$ cat config.mk
export PLATFORM = sky130hd
export DESIGN_NAME = beta_io_bus_flat
export DESIGN_NICKNAME = d
export VERILOG_FILES = /design/src/rtl/beta_io_bus_pkg.sv /design/src/rtl/beta_io_bus_if.sv /design/src/rtl/beta_io_bus_spi_master_core.sv /design/src/rtl/beta_io_bus.sv /design/src/flat_wrapper.sv
export SDC_FILE = /design/constraint.sdc
export NUM_CORES = 1
export LEC_CHECK = 0
export BUFFER_PORTS_ARGS = -buffer_cell sky130_fd_sc_hd__buf_2
export CAP_MARGIN = 25
export CORE_AREA = 2 2 223 225
export CTS_BUF_LIST = sky130_fd_sc_hd__clkbuf_4
export DETAILED_ROUTE_END_ITERATION = 8
export DIE_AREA = 0 0 225 227
export PLACE_DENSITY = 0.41
export RECOVER_POWER = 100
export SETUP_SLACK_MARGIN = 0.02
export SYNTH_ARGS = -nofsm -noshare
export SYNTH_HDL_FRONTEND = slang
export SYNTH_SLANG_ARGS = --single-unit
$ cat constraint.sdc
create_clock -name clk -period 3 [get_ports clk]
set_input_delay 0.3 -clock clk [delete_from_list [all_inputs] [get_ports clk]]
set_output_delay 0.3 -clock clk [all_outputs]
set_load 0.005 [all_outputs]
$ cat src/rtl/beta_io_bus_pkg.sv
`default_nettype none
// ============================================================================
// Module   : beta_io_pkg
// Purpose  : Shared constants for the Beta I/O bus block: register indices,
//            SPI_CFG field layout and SPI master state encoding.
// Revision : 1.0  initial release
// ============================================================================
package beta_io_pkg;

    // Register indices (addr[15:0])
    localparam logic [15:0] IN_BASE   = 16'h0000;
    localparam logic [15:0] OUT_BASE  = 16'h0008;
    localparam logic [15:0] SPI_CFG   = 16'h0010;
    localparam logic [15:0] SPI_START = 16'h0011;
    localparam logic [15:0] SPI_TX    = 16'h0012;
    localparam logic [15:0] SPI_RX    = 16'h0013;

    // SPI_CFG fields
    localparam int CFG_DIV_LSB = 0;
    localparam int CFG_DIV_W   = 8;
    localparam int CFG_LEN_LSB = 8;
    localparam int CFG_LEN_W   = 5;
    localparam int CFG_W       = CFG_LEN_LSB + CFG_LEN_W;

    // SPI master state encoding
    typedef enum logic [1:0] {
        IDLE  = 2'd0,
        SETUP = 2'd1,
        SHIFT = 2'd2,
        HOLD  = 2'd3
    } spi_state_t;

endpackage
`default_nettype wire

$ cat src/rtl/beta_io_bus_if.sv
`default_nettype none
// ============================================================================
// Module   : beta_io_bus_if
// Purpose  : Bundles the Beta memory-side bus and the board-level pins of
//            beta_io_bus.
//            slave  : the I/O block (receives addr/din/mwe, pins in)
//            master : the Beta side / environment
// Ports    : addr, din, mwe, dout, in_ports, out_ports,
//            spi_miso, spi_csn, spi_sclk, spi_mosi, spi_busy
// Revision : 1.0  initial release
// ============================================================================
interface beta_io_bus_if #(
    parameter int N_IN  = 2,
    parameter int N_OUT = 2
);
    logic [31:0]         addr;
    logic [31:0]         din;
    logic                mwe;
    logic [31:0]         dout;
    logic [32*N_IN-1:0]  in_ports;
    logic [32*N_OUT-1:0] out_ports;
    logic                spi_miso;
    logic                spi_csn;
    logic                spi_sclk;
    logic                spi_mosi;
    logic                spi_busy;

    modport slave (
        input  addr, din, mwe, in_ports, spi_miso,
        output dout, out_ports, spi_csn, spi_sclk, spi_mosi, spi_busy
    );

    modport master (
        output addr, din, mwe, in_ports, spi_miso,
        input  dout, out_ports, spi_csn, spi_sclk, spi_mosi, spi_busy
    );
endinterface
`default_nettype wire

$ cat src/rtl/beta_io_bus_spi_master_core.sv
`default_nettype none
// ============================================================================
// Module   : spi_master_core
// Purpose  : Single-channel SPI master, mode 0, MSB first, 1..32 bit frames.
//            Half-period = div+1 clocks. Frame = SETUP (1 half-period),
//            SHIFT (2*(len+1) half-periods), HOLD (1 half-period).
// Ports    : clk, reset, start, tx[31:0], len[4:0], div[7:0], miso  (in)
//            busy, rx[31:0], csn, sclk, mosi                      (out)
// Revision : 1.0  initial release
// ============================================================================
module spi_master_core
    import beta_io_pkg::*;
(
    input  logic        clk,
    input  logic        reset,
    input  logic        start,
    input  logic [31:0] tx,
    input  logic [4:0]  len,
    input  logic [7:0]  div,
    input  logic        miso,
    output logic        busy,
    output logic [31:0] rx,
    output logic        csn,
    output logic        sclk,
    output logic        mosi
);
    spi_state_t  r_state;
    logic [7:0]  r_cnt;
    logic [7:0]  r_div;
    logic [4:0]  r_len;
    logic [5:0]  r_hp;
    logic [31:0] r_tx_sr;
    logic [31:0] r_rx_sr;
    logic [31:0] r_rx;
    logic        r_busy;
    logic        r_csn;
    logic        r_sclk;
    logic        r_mosi;

    logic [31:0] w_tx_next;
    logic [5:0]  w_hp_last;
    logic        w_hp_end;

    assign w_tx_next = {r_tx_sr[30:0], 1'b0};
    // SHIFT half-periods are numbered 0..2*len+1; even ones are sclk high.
    assign w_hp_last = {r_len, 1'b1};
    assign w_hp_end  = (r_cnt == 8'd0);

    always_ff @(posedge clk) begin
        if (reset) begin
            r_state <= IDLE;
            r_cnt   <= 8'd0;
            r_div   <= 8'd0;
            r_len   <= 5'd0;
            r_hp    <= 6'd0;
            r_tx_sr <= 32'd0;
            r_rx_sr <= 32'd0;
            r_rx    <= 32'd0;
            r_busy  <= 1'b0;
            r_csn   <= 1'b1;
            r_sclk  <= 1'b0;
            r_mosi  <= 1'b0;
        end else begin
            case (r_state)
                IDLE: begin
                    if (start) begin
                        r_state <= SETUP;
                        r_tx_sr <= tx;
                        r_len   <= len;
                        r_div   <= div;
                        r_cnt   <= div;
                        r_hp    <= 6'd0;
                        r_rx_sr <= 32'd0;
                        r_busy  <= 1'b1;
                        r_csn   <= 1'b0;
                        r_mosi  <= tx[len];
                    end
                end
                SETUP: begin
                    if (w_hp_end) begin
                        // First rising edge: sample the first bit.
                        r_state <= SHIFT;
                        r_cnt   <= r_div;
                        r_hp    <= 6'd0;
                        r_sclk  <= 1'b1;
                        r_rx_sr <= {r_rx_sr[30:0], miso};
                    end else begin
                        r_cnt <= r_cnt - 8'd1;
                    end
                end
                SHIFT: begin
                    if (w_hp_end) begin
                        r_cnt <= r_div;
                        if (r_hp == w_hp_last) begin
                            r_state <= HOLD;
                        end else begin
                            r_hp <= r_hp + 6'd1;
                            if (r_sclk) begin
                                r_sclk  <= 1'b0;
                                r_tx_sr <= w_tx_next;
                                r_mosi  <= w_tx_next[r_len];
                            end else begin
                                r_sclk  <= 1'b1;
                                r_rx_sr <= {r_rx_sr[30:0], miso};
                            end
                        end
                    end else begin
                        r_cnt <= r_cnt - 8'd1;
                    end
                end
                HOLD: begin
                    if (w_hp_end) begin
                        r_state <= IDLE;
                        r_csn   <= 1'b1;
                        r_busy  <= 1'b0;
                        r_mosi  <= 1'b0;
                        r_rx    <= r_rx_sr;
                    end else begin
                        r_cnt <= r_cnt - 8'd1;
                    end
                end
                default: r_state <= IDLE;
            endcase
        end
    end

    assign busy = r_busy;
    assign rx   = r_rx;
    assign csn  = r_csn;
    assign sclk = r_sclk;
    assign mosi = r_mosi;

endmodule
`default_nettype wire

$ cat src/rtl/beta_io_bus.sv
`default_nettype none
// ============================================================================
// Module   : beta_io_bus
// Purpose  : Memory-mapped I/O on the Beta data bus: N_IN input ports,
//            N_OUT output ports and one SPI master. Does address decode,
//            port/config registers and the registered read mux.
// Ports    : clk, reset (sync, active-high), bus (beta_io_bus_if.slave)
// Options  : BETA_IO_INPUT_SYNC_EN - 2-flop synchronizers on in_ports and
//            spi_miso (adds 2 cycles to IN reads).
// Revision : 1.0  initial release
// ============================================================================
module beta_io_bus
    import beta_io_pkg::*;
#(
    parameter int          N_IN        = 2,
    parameter int          N_OUT       = 2,
    parameter logic [15:0] BASE_HI     = 16'h0000,
    parameter logic [7:0]  SPI_DIV_RST = 8'd4
) (
    input  logic         clk,
    input  logic         reset,
    beta_io_bus_if.slave bus
);
    localparam logic [CFG_W-1:0] c_CFG_RST = {5'd7, SPI_DIV_RST};

    logic                w_hit;
    logic [15:0]         w_idx;
    logic                w_wr;
    logic [32*N_IN-1:0]  w_in;
    logic                w_miso;
    logic [32*N_OUT-1:0] r_out;
    logic [CFG_W-1:0]    r_cfg;
    logic [31:0]         r_tx;
    logic [31:0]         r_dout;
    logic [31:0]         w_rdata;
    logic                w_busy;
    logic                w_start;
    logic [31:0]         w_rx;
    logic                w_csn;
    logic                w_sclk;
    logic                w_mosi;

    assign w_hit = (bus.addr[31:16] == BASE_HI);
    assign w_idx = bus.addr[15:0];
    assign w_wr  = bus.mwe & w_hit;

`ifdef BETA_IO_INPUT_SYNC_EN
    logic [32*N_IN-1:0] r_in_s1;
    logic [32*N_IN-1:0] r_in_s2;
    logic               r_miso_s1;
    logic               r_miso_s2;

    always_ff @(posedge clk) begin
        if (reset) begin
            r_in_s1   <= '0;
            r_in_s2   <= '0;
            r_miso_s1 <= 1'b0;
            r_miso_s2 <= 1'b0;
        end else begin
            r_in_s1   <= bus.in_ports;
            r_in_s2   <= r_in_s1;
            r_miso_s1 <= bus.spi_miso;
            r_miso_s2 <= r_miso_s1;
        end
    end

    assign w_in   = r_in_s2;
    assign w_miso = r_miso_s2;
`else
    assign w_in   = bus.in_ports;
    assign w_miso = bus.spi_miso;
`endif

    // START while busy is dropped here as well as in the core.
    assign w_start = w_wr && (w_idx == SPI_START) && !w_busy;

    always_ff @(posedge clk) begin
        if (reset) begin
            r_out  <= '0;
            r_cfg  <= c_CFG_RST;
            r_tx   <= 32'd0;
            r_dout <= 32'd0;
        end else begin
            // Read mux sees pre-write register values: read-during-write
            // returns the old value.
            r_dout <= w_rdata;
            for (int k = 0; k < N_OUT; k++) begin
                if (w_wr && (w_idx == OUT_BASE + 16'(k))) begin
                    r_out[32*k +: 32] <= bus.din;
                end
            end
            if (w_wr && (w_idx == SPI_CFG) && !w_busy) begin
                r_cfg <= bus.din[CFG_W-1:0];
            end
            // TX is writable while busy; the core latched its copy at START.
            if (w_wr && (w_idx == SPI_TX)) begin
                r_tx <= bus.din;
            end
        end
    end

    always_comb begin
        w_rdata = 32'd0;
        if (w_hit) begin
            for (int k = 0; k < N_IN; k++) begin
                if (w_idx == IN_BASE + 16'(k)) begin
                    w_rdata = w_in[32*k +: 32];
                end
            end
            for (int k = 0; k < N_OUT; k++) begin
                if (w_idx == OUT_BASE + 16'(k)) begin
                    w_rdata = r_out[32*k +: 32];
                end
            end
            case (w_idx)
                SPI_CFG:   w_rdata = 32'(r_cfg);
                SPI_START: w_rdata = {31'd0, w_busy};
                SPI_TX:    w_rdata = r_tx;
                SPI_RX:    w_rdata = w_rx;
                default:   ;
            endcase
        end
    end

    spi_master_core u_spi (
        .clk   (clk),
        .reset (reset),
        .start (w_start),
        .tx    (r_tx),
        .len   (r_cfg[CFG_LEN_LSB +: CFG_LEN_W]),
        .div   (r_cfg[CFG_DIV_LSB +: CFG_DIV_W]),
        .miso  (w_miso),
        .busy  (w_busy),
        .rx    (w_rx),
        .csn   (w_csn),
        .sclk  (w_sclk),
        .mosi  (w_mosi)
    );

    assign bus.dout      = r_dout;
    assign bus.out_ports = r_out;
    assign bus.spi_busy  = w_busy;
    assign bus.spi_csn   = w_csn;
    assign bus.spi_sclk  = w_sclk;
    assign bus.spi_mosi  = w_mosi;

endmodule
`default_nettype wire

$ cat src/flat_wrapper.sv
// flat-port wrapper written by rule: the top's interface ports become plain ports
module beta_io_bus_flat import beta_io_pkg::*;
#(
    parameter int          N_IN        = 2,
    parameter int          N_OUT       = 2,
    parameter logic [15:0] BASE_HI     = 16'h0000,
    parameter logic [7:0]  SPI_DIV_RST = 8'd4
)
  (clk, reset, bus_addr, bus_din, bus_mwe, bus_in_ports, bus_spi_miso, bus_dout, bus_out_ports, bus_spi_csn, bus_spi_sclk, bus_spi_mosi, bus_spi_busy);
  beta_io_bus_if #(.N_IN(N_IN), .N_OUT(N_OUT)) bus_i ();
  input  logic clk;
  input  logic reset;
  input wire logic [$bits(bus_i.addr)-1:0] bus_addr;
  input wire logic [$bits(bus_i.din)-1:0] bus_din;
  input wire logic [$bits(bus_i.mwe)-1:0] bus_mwe;
  input wire logic [$bits(bus_i.in_ports)-1:0] bus_in_ports;
  input wire logic [$bits(bus_i.spi_miso)-1:0] bus_spi_miso;
  output wire logic [$bits(bus_i.dout)-1:0] bus_dout;
  output wire logic [$bits(bus_i.out_ports)-1:0] bus_out_ports;
  output wire logic [$bits(bus_i.spi_csn)-1:0] bus_spi_csn;
  output wire logic [$bits(bus_i.spi_sclk)-1:0] bus_spi_sclk;
  output wire logic [$bits(bus_i.spi_mosi)-1:0] bus_spi_mosi;
  output wire logic [$bits(bus_i.spi_busy)-1:0] bus_spi_busy;
  assign bus_i.addr = bus_addr;
  assign bus_i.din = bus_din;
  assign bus_i.mwe = bus_mwe;
  assign bus_i.in_ports = bus_in_ports;
  assign bus_i.spi_miso = bus_spi_miso;
  assign bus_dout = bus_i.dout;
  assign bus_out_ports = bus_i.out_ports;
  assign bus_spi_csn = bus_i.spi_csn;
  assign bus_spi_sclk = bus_i.spi_sclk;
  assign bus_spi_mosi = bus_i.spi_mosi;
  assign bus_spi_busy = bus_i.spi_busy;
  beta_io_bus #(.N_IN(N_IN), .N_OUT(N_OUT), .BASE_HI(BASE_HI), .SPI_DIV_RST(SPI_DIV_RST)) u_core (.clk(clk), .reset(reset), .bus(bus_i));
endmodule
==> impl_metrics.csv, run 1 <==
group,metric,value,unit
detailed_routing,drt_iter0_drc,670,
sta,rsz0062_at_grt,"no",
global_routing,track_usage,16.9,%
detailed_routing,firstDrtPassIters,7,
worst_setup_path,required,3660,ps
sta,clock_skew,53.3,ps
synthesis,ys_warn_count,0,
cts,cts_num_sinks,269,
final_layout,syn_to_final_growth,30.0,%
worst_setup_path,cp-start-kind,"flop",
synthesis,mappedNetlistArea,12000,sq um
synthesis,synth.cells.most_frequent,"351 x nand2_1, 269 x dfxtp_1, 231 x a21oi_1, 103 x clkbuf_1, 87 x nor2_1",
cts,cts_root_buf,"clkbuf_4",
detailed_routing,drc_errors,0,
synthesis,synth_seq_cells,269,
global_routing,grt_pass1_wl,67500,um
synthesis,synth.top_cells.by_area,"dfxtp_1 45%, nand2_1 11%, a21oi_1 9.6%, mux2i_1 5.7%, clkbuf_1 3.2%",
cts,clkSlewWorstSetupHoldPaths,60,ps
sta,timing.final.crit_share,90.8,%
synthesis,post-synth-top-count-cell,"nand2_1",
worst_setup_path,path_max_fanout,32,
worst_setup_path,slowest_stage,"or4_4",
power,p_per_area,472,nW/um^2
final_layout,drive_gt1_share,19.4,%
floorplan,coreArea,48500,sq um
global_routing,grt_pass1_vias,11700,
power,peakVddDrop,285,uV
floorplan,num_rows,81,
synthesis,synth_cells,1431,
sta,finalCriticalPeriod,2720,ps
synthesis,synthArstFlopShare,0,%
sta,hold_viol,0,
synthesis,yosysSeqAreaShare,44.9,%
floorplan,num_io_pins,232,
worst_setup_path,crit_path_max_incr_delay,580,ps
placed_design,hpwl,30800,um
worst_setup_path,critPathCaptureType,"flop",
placed_design,dp_cells,2207,
floorplan,initial_core_util,24.7,%
worst_setup_path,cp_num_buf_inv,2,
cts,max-clock-path-buffers,3,
floorplan,die_width,225,um
placed_design,portBuffers,231,
synthesis,synth_top_area_share,44.9,%
synthesis,synth_area_per_cell,8.39,sq um
job,maxCapViolations,0,
global_routing,grt_overflow,0,
min_path,min_path_type,"in2reg",
cts,post_cts_buffers,0,
worst_setup_path,path_cells,"or4_4 -> or3_1 -> buf_4 -> nor2_2 -> clkbuf_4 -> nand2_1 -> a21oi_1",
power,p_leak,5.37,nW
floorplan,dieArea,51100,sq um
worst_setup_path,arrival,3380,ps
detailed_routing,vias_per_cell,4.85,
cts,numCtsBuffers,78,
synthesis,synthFlopType,"dfxtp_1",
synthesis,synth_enable_flop_cells,0,
worst_setup_path,crit_type,"reg2reg",
floorplan,die_y,227,um
status,outcome,"completed",
cts,clock_latency,770,ps
synthesis,ys_types,63,
sta,setup_viol_count_final,0,
worst_setup_path,rrSetupSlack,280,ps
detailed_routing,postRouteAntennaNets,0,
detailed_routing,wirelength,44200,um
synthesis,synth_fp_nets,1570,
final_layout,final_cells,2436,
worst_setup_path,crit_family,"simple AND/OR/NAND/NOR gates",
synthesis,synth_area_leader_cell,"dfxtp_1",
detailed_routing,wl_per_cell,18.1,um
global_routing,antenna_found_initial,2,
global_routing,grt_max_degree,177,
final_layout,final_nets,1903,
cts,htree_levels,3,
sta,setup_tns,0,ps
cts,cts_tree,"done",
detailed_routing,vias,11800,
sta,max_clock_freq,0.367,GHz
sta,worst-slew-pin-transition,1280,ps
sta,drv_slew,0,
placed_design,place_congestion,0.787,
sta,max_slew_margin,14.9,%
cell usage in the layout, fill, tap and decap left out, types with 24 or more instances in the layout:
master           n
nor2_1          86
clkbuf_1       100
mux2i_1         68
nand2_1        351
buf_4           29
a211oi_1        24
clkbuf_4       115
nand3_1         39
buf_2          137
dfxtp_1        269
a21oi_1        232
dlygate4sd3_1   99
power breakdown:
group	internal [mW]	total (mW)	switching (mW)
logic	0.139	0.288	0.149
registers	3.57	3.57	0.00000000553
clock network	1.89	3.50	1.61
total	5.60	7.36	1.76
routing by layer:
metal | GRT usage (%) | vias up | wire (um)
li1 | - | 5772 | -
met2 | 28.1 | 286 | 21200
met4 | 4.91 | 0 | 647
met5 | 0 | - | 0
met1 | 21.8 | 5713 | 20200
met3 | 3.81 | 48 | 2070
what timing repair did:
action / in CTS / in global routing
hold endpoints to repair: 160 / 0
hold buffers: 99 / 0
resized for setup: 0 / 0
worst register-to-register path, stage by stage (launching register included):
cell,delay (ps)
dfxtp_1,360
or4_4,580
or3_1,490
buf_4,250
nor2_2,150
clkbuf_4,420
nand2_1,210
a21oi_1,150
stage by stage:
stage               hold WS (ps)  utilization (%)  cell area (sq um)  total power, mW  setup slack (ps)
floorplan                    429                -              12000             3.73               687
global placement             438             28.6              13900             3.87               425
detailed placement           448             28.6              13900             3.87               381
CTS                         46.3             32.7              15900             7.52               337
global route                 101             32.1              15600             7.72              94.4
finish                       132             32.1              15600             7.36               276
cell families (layout without fill, tap and decap cells):
kind of cell / count (synthesis) / in the layout / synth area share [%]
DFF: 269 / 269 / 44.9
muxes: 100 / 100 / 10.2
buffers and inverters: 133 / 514 / 4.44
xor gates and xnor gates: 9 / 9 / 0.657
AOI/OAI and AO/OA: 383 / 383 / 20.7
other: 0 / 2 / 0
adders and majority gates: 7 / 7 / 0.730
and+or+nand+nor: 530 / 530 / 18.4
final timing paths:
path,cells past startpoint,start,end
hold reg to reg,2,u_core.u_spi.r_rx_sr[14],u_core.u_spi.rx[14]
setup / recovery,7,u_core.u_spi.r_cnt[2],u_core.u_spi.rx[0]
setup reg to reg,7,u_core.u_spi.r_cnt[2],u_core.u_spi.rx[0]
hold / removal,5,bus_mwe,u_core.u_spi.r_cnt[7]
state kept, by name, summed over array words and instances (netlist names):
signal,cells
u_core.u_spi.sclk,1
u_core.bus.out_ports,64
u_core.u_spi.mosi,1
u_core.u_spi.busy,1
u_core.u_spi.rx,32
u_core.u_spi.r_state,2
u_core.u_spi.r_div,8
u_core.u_spi.csn,1
u_core.bus.dout,32
u_core.r_tx,32
u_core.u_spi.r_rx_sr,32
u_core.u_spi.r_hp,6
u_core.r_cfg,13
u_core.u_spi.r_tx_sr,31
u_core.u_spi.r_cnt,8
u_core.u_spi.r_len,5
layout make-up:
cell class / count / area, sq um
Clock buffer: 114 / 856
Tap cell: 622 / 778
Fill cell: 5279 / 32900
Sequential cell: 269 / 5390
Inverter: 11 / 41.3
Multi-Input combinational cell: 1029 / 6050
Clock inverter: 14 / 114
Antenna cell: 2 / 5.00
Timing Repair Buffer: 375 / 2370
Note: power is estimated with default switching activity, not from simulation.
==> inputs of run 2 (changes only) <==
CELL_PAD_IN_SITES_DETAIL_PLACEMENT = 1   (was not set)
CELL_PAD_IN_SITES_GLOBAL_PLACEMENT = 1   (was not set)
PLACE_DENSITY = 0.52   (was 0.41)
==> run 2 against run 1 <==
Net effect:
- the flow now finishes with violations (capacitance limit, slew limit)
- clock power about the same
- sequential share of layout area about the same
- routed wire length is 5.7% higher
- sequential power barely moved
- worst setup slack better by 9.1 ps
- power up 0.18%
- worst hold slack better by 30 ps
- die area is the same
- fmax rose by 0.33%
- first-iteration DRC count shrank 6.0%
- critical path depth stayed put
- clock skew rose by 33 ps
==> impl_metrics.csv, run 2 (same netlist as run 1, synthesis figures left out) <==
group,metric,value,unit
floorplan,coreArea,48500,sq um
power,power_switching,1.80,mW
worst_setup_path,crit_type,"reg2reg",
min_path,min_path_type,"in2reg",
placed_design,place_congestion,0.771,
sta,max_clock_freq,0.368,GHz
sta,finalCriticalPeriod,2720,ps
worst_setup_path,cp_num_buf_inv,1,
worst_setup_path,reg2reg_to,"u_core.u_spi.r_tx_sr[25]",
detailed_routing,firstDrtPassIters,7,
sta,setup_viol_count_final,0,
worst_setup_path,path_cells,"or4_4 -> or3_1 -> a211o_1 -> a22oi_1 -> buf_12 -> nor2_1 -> a211oi_1",
cts,hold_buffers,98,
worst_setup_path,slowest_stage,"or4_4",
worst_setup_path,worstRegToRegCells,7,
floorplan,num_io_pins,232,
detailed_routing,drc_errors,0,
global_routing,grt_overflow,0,
power,combPwrFrac,4.0,%
power,peakVddDrop,205,uV
global_routing,antenna_found_initial,3,
min_path,min_to,"u_core.bus.out_ports[2]",
final_layout,n_fill_cell,5934,
cts,numCtsBuffers,81,
cts,cts_tree,"done",
global_routing,grt_max_degree,119,
sta,rsz0062_at_grt,"no",
power,pwr-share-seq,48.4,%
floorplan,dieArea,51100,sq um
worst_setup_path,arrival,3360,ps
floorplan,die_width,225,um
final_layout,final_core_util,32.2,%
min_path,min_from,"bus_addr[4]",
final_layout,largest_reg_flops,64,
sta,timing.final.crit_share,90.5,%
floorplan,initial_core_util,24.7,%
sta,clock_skew,86.5,ps
global_routing,use_met2,31.9,%
global_routing,use_met1,21.5,%
detailed_routing,postRouteAntennaNets,0,
power,swShare,24.4,%
detailed_routing,wl_per_cell,19.1,um
floorplan,num_rows,81,
final_layout,final_nets,1902,
sta,max_slew_margin,-3.01,%
worst_setup_path,rrSetupSlack,280,ps
power,p_clk_share,47.6,%
power,intPower,5.58,mW
worst_setup_path,crit_family,"simple AND/OR/NAND/NOR gates",
worst_setup_path,worstReg2RegStart,"u_core.u_spi.r_cnt[2]",
cts,cts_root_buf,"clkbuf_4",
worst_setup_path,required,3640,ps
floorplan,die_y,227,um
worst_setup_path,critPathCaptureType,"flop",
job,maxCapViolations,1,
sta,finalHoldWorstSlack,162,ps
cts,max-clock-path-buffers,3,
global_routing,grt_pass1_wl,71500,um
final_layout,layout_common_cells,"351 x nand2_1, 269 x dfxtp_1, 232 x a21oi_1",
sta,worst-slew-pin-transition,1550,ps
final_layout,drive_gt1_share,20.1,%
detailed_routing,drt_iter0_drc,630,
status,outcome,"finished with violations",
worst_setup_path,crit_path_max_incr_delay,590,ps
detailed_routing,wirelength,46700,um
detailed_routing,vias_per_cell,4.90,
cts,htree_levels,3,
power,p_per_area,472,nW/um^2
sta,hold_viol,0,
cts,post_cts_buffers,0,
cts,cts_resized,0,
worst_setup_path,cp-start-kind,"flop",
sta,drv_slew,33,
global_routing,track_usage,17.9,%
global_routing,grt_pass1_vias,12500,
status,violations,"capacitance limit, slew limit",
global_routing,grt_busiest_layer,"met2",
cts,clkSlewWorstSetupHoldPaths,70,ps
final_layout,syn_to_final_growth,30.1,%
cts,clock_latency,810,ps
cts,cts_num_sinks,269,
power,p_leak,5.42,nW
global_routing,global_route.usage.met3,3.96,%
placed_design,hpwl,32200,um
detailed_routing,vias,12000,
final_layout,layout_commonest_cell,"nand2_1",
sta,setup_tns,0,ps
min_path,worstHoldPathCells,5,
placed_design,portBuffers,231,
worst_setup_path,path_max_fanout,62,
## run 2: per-stage QoR
stage          std cells  area, sq um  total power [mW]  worst slack, ps
4_1_cts             2437        15800              7.52              346
6_report            2440        15600              7.38              285
5_1_grt             2440        15600              7.74             85.1
3_5_place_dp        2204        13900              3.88              396
2_1_floorplan       1431        12000              3.73              687
3_3_place_gp        2204        13900              3.88              441
## run 2: worst max-delay path by stage
stage                           from  slack (ps)  depth (start not counted)                  endpoint
2_1_floorplan  u_core.u_spi.r_cnt[2]         690                          9   u_core.u_spi.r_rx_sr[1]
3_3_place_gp            bus_addr[12]         440                          7      u_core.u_spi.r_hp[5]
3_5_place_dp             bus_addr[2]         400                          8  u_core.u_spi.r_tx_sr[30]
4_1_cts        u_core.u_spi.r_cnt[2]         350                          7  u_core.u_spi.r_tx_sr[25]
5_1_grt        u_core.u_spi.r_cnt[0]          90                          9       u_core.u_spi.rx[28]
6_report       u_core.u_spi.r_cnt[2]         280                          7  u_core.u_spi.r_tx_sr[25]
## run 2: power by group through the flow
stage,clock [mW],combinational [mW],sequential [mW]
after CTS,3.65,0.301,3.57
after floorplan,0,0.0790,3.65
after global routing,3.85,0.319,3.57
after global placement,0,0.230,3.65
final,3.51,0.296,3.57
after detailed placement,0,0.231,3.65
## run 2: final cells by class
class	instances	area (sq um)	area share (%)
Antenna cell	3	7.51	0.0481
Clock buffer	118	886	5.67
Clock inverter	17	90.1	0.577
Inverter	11	41.3	0.264
Multi-Input combinational cell	1029	6050	38.7
Sequential cell	269	5390	34.5
Tap cell	622	778	4.98
Timing Repair Buffer	371	2380	15.2
## run 2: tightest hold or removal path: stages
cell and delay [ps]:
buf_2 140, nor4b_1 100, nand2_1 160, nand2_1 70, a21oi_1 130
## run 2: layer usage
layer	vias up	routed length (um)
li1	5757	-
met1	5861	20300
met2	256	23700
met3	74	1740
met4	2	968
met5	-	13
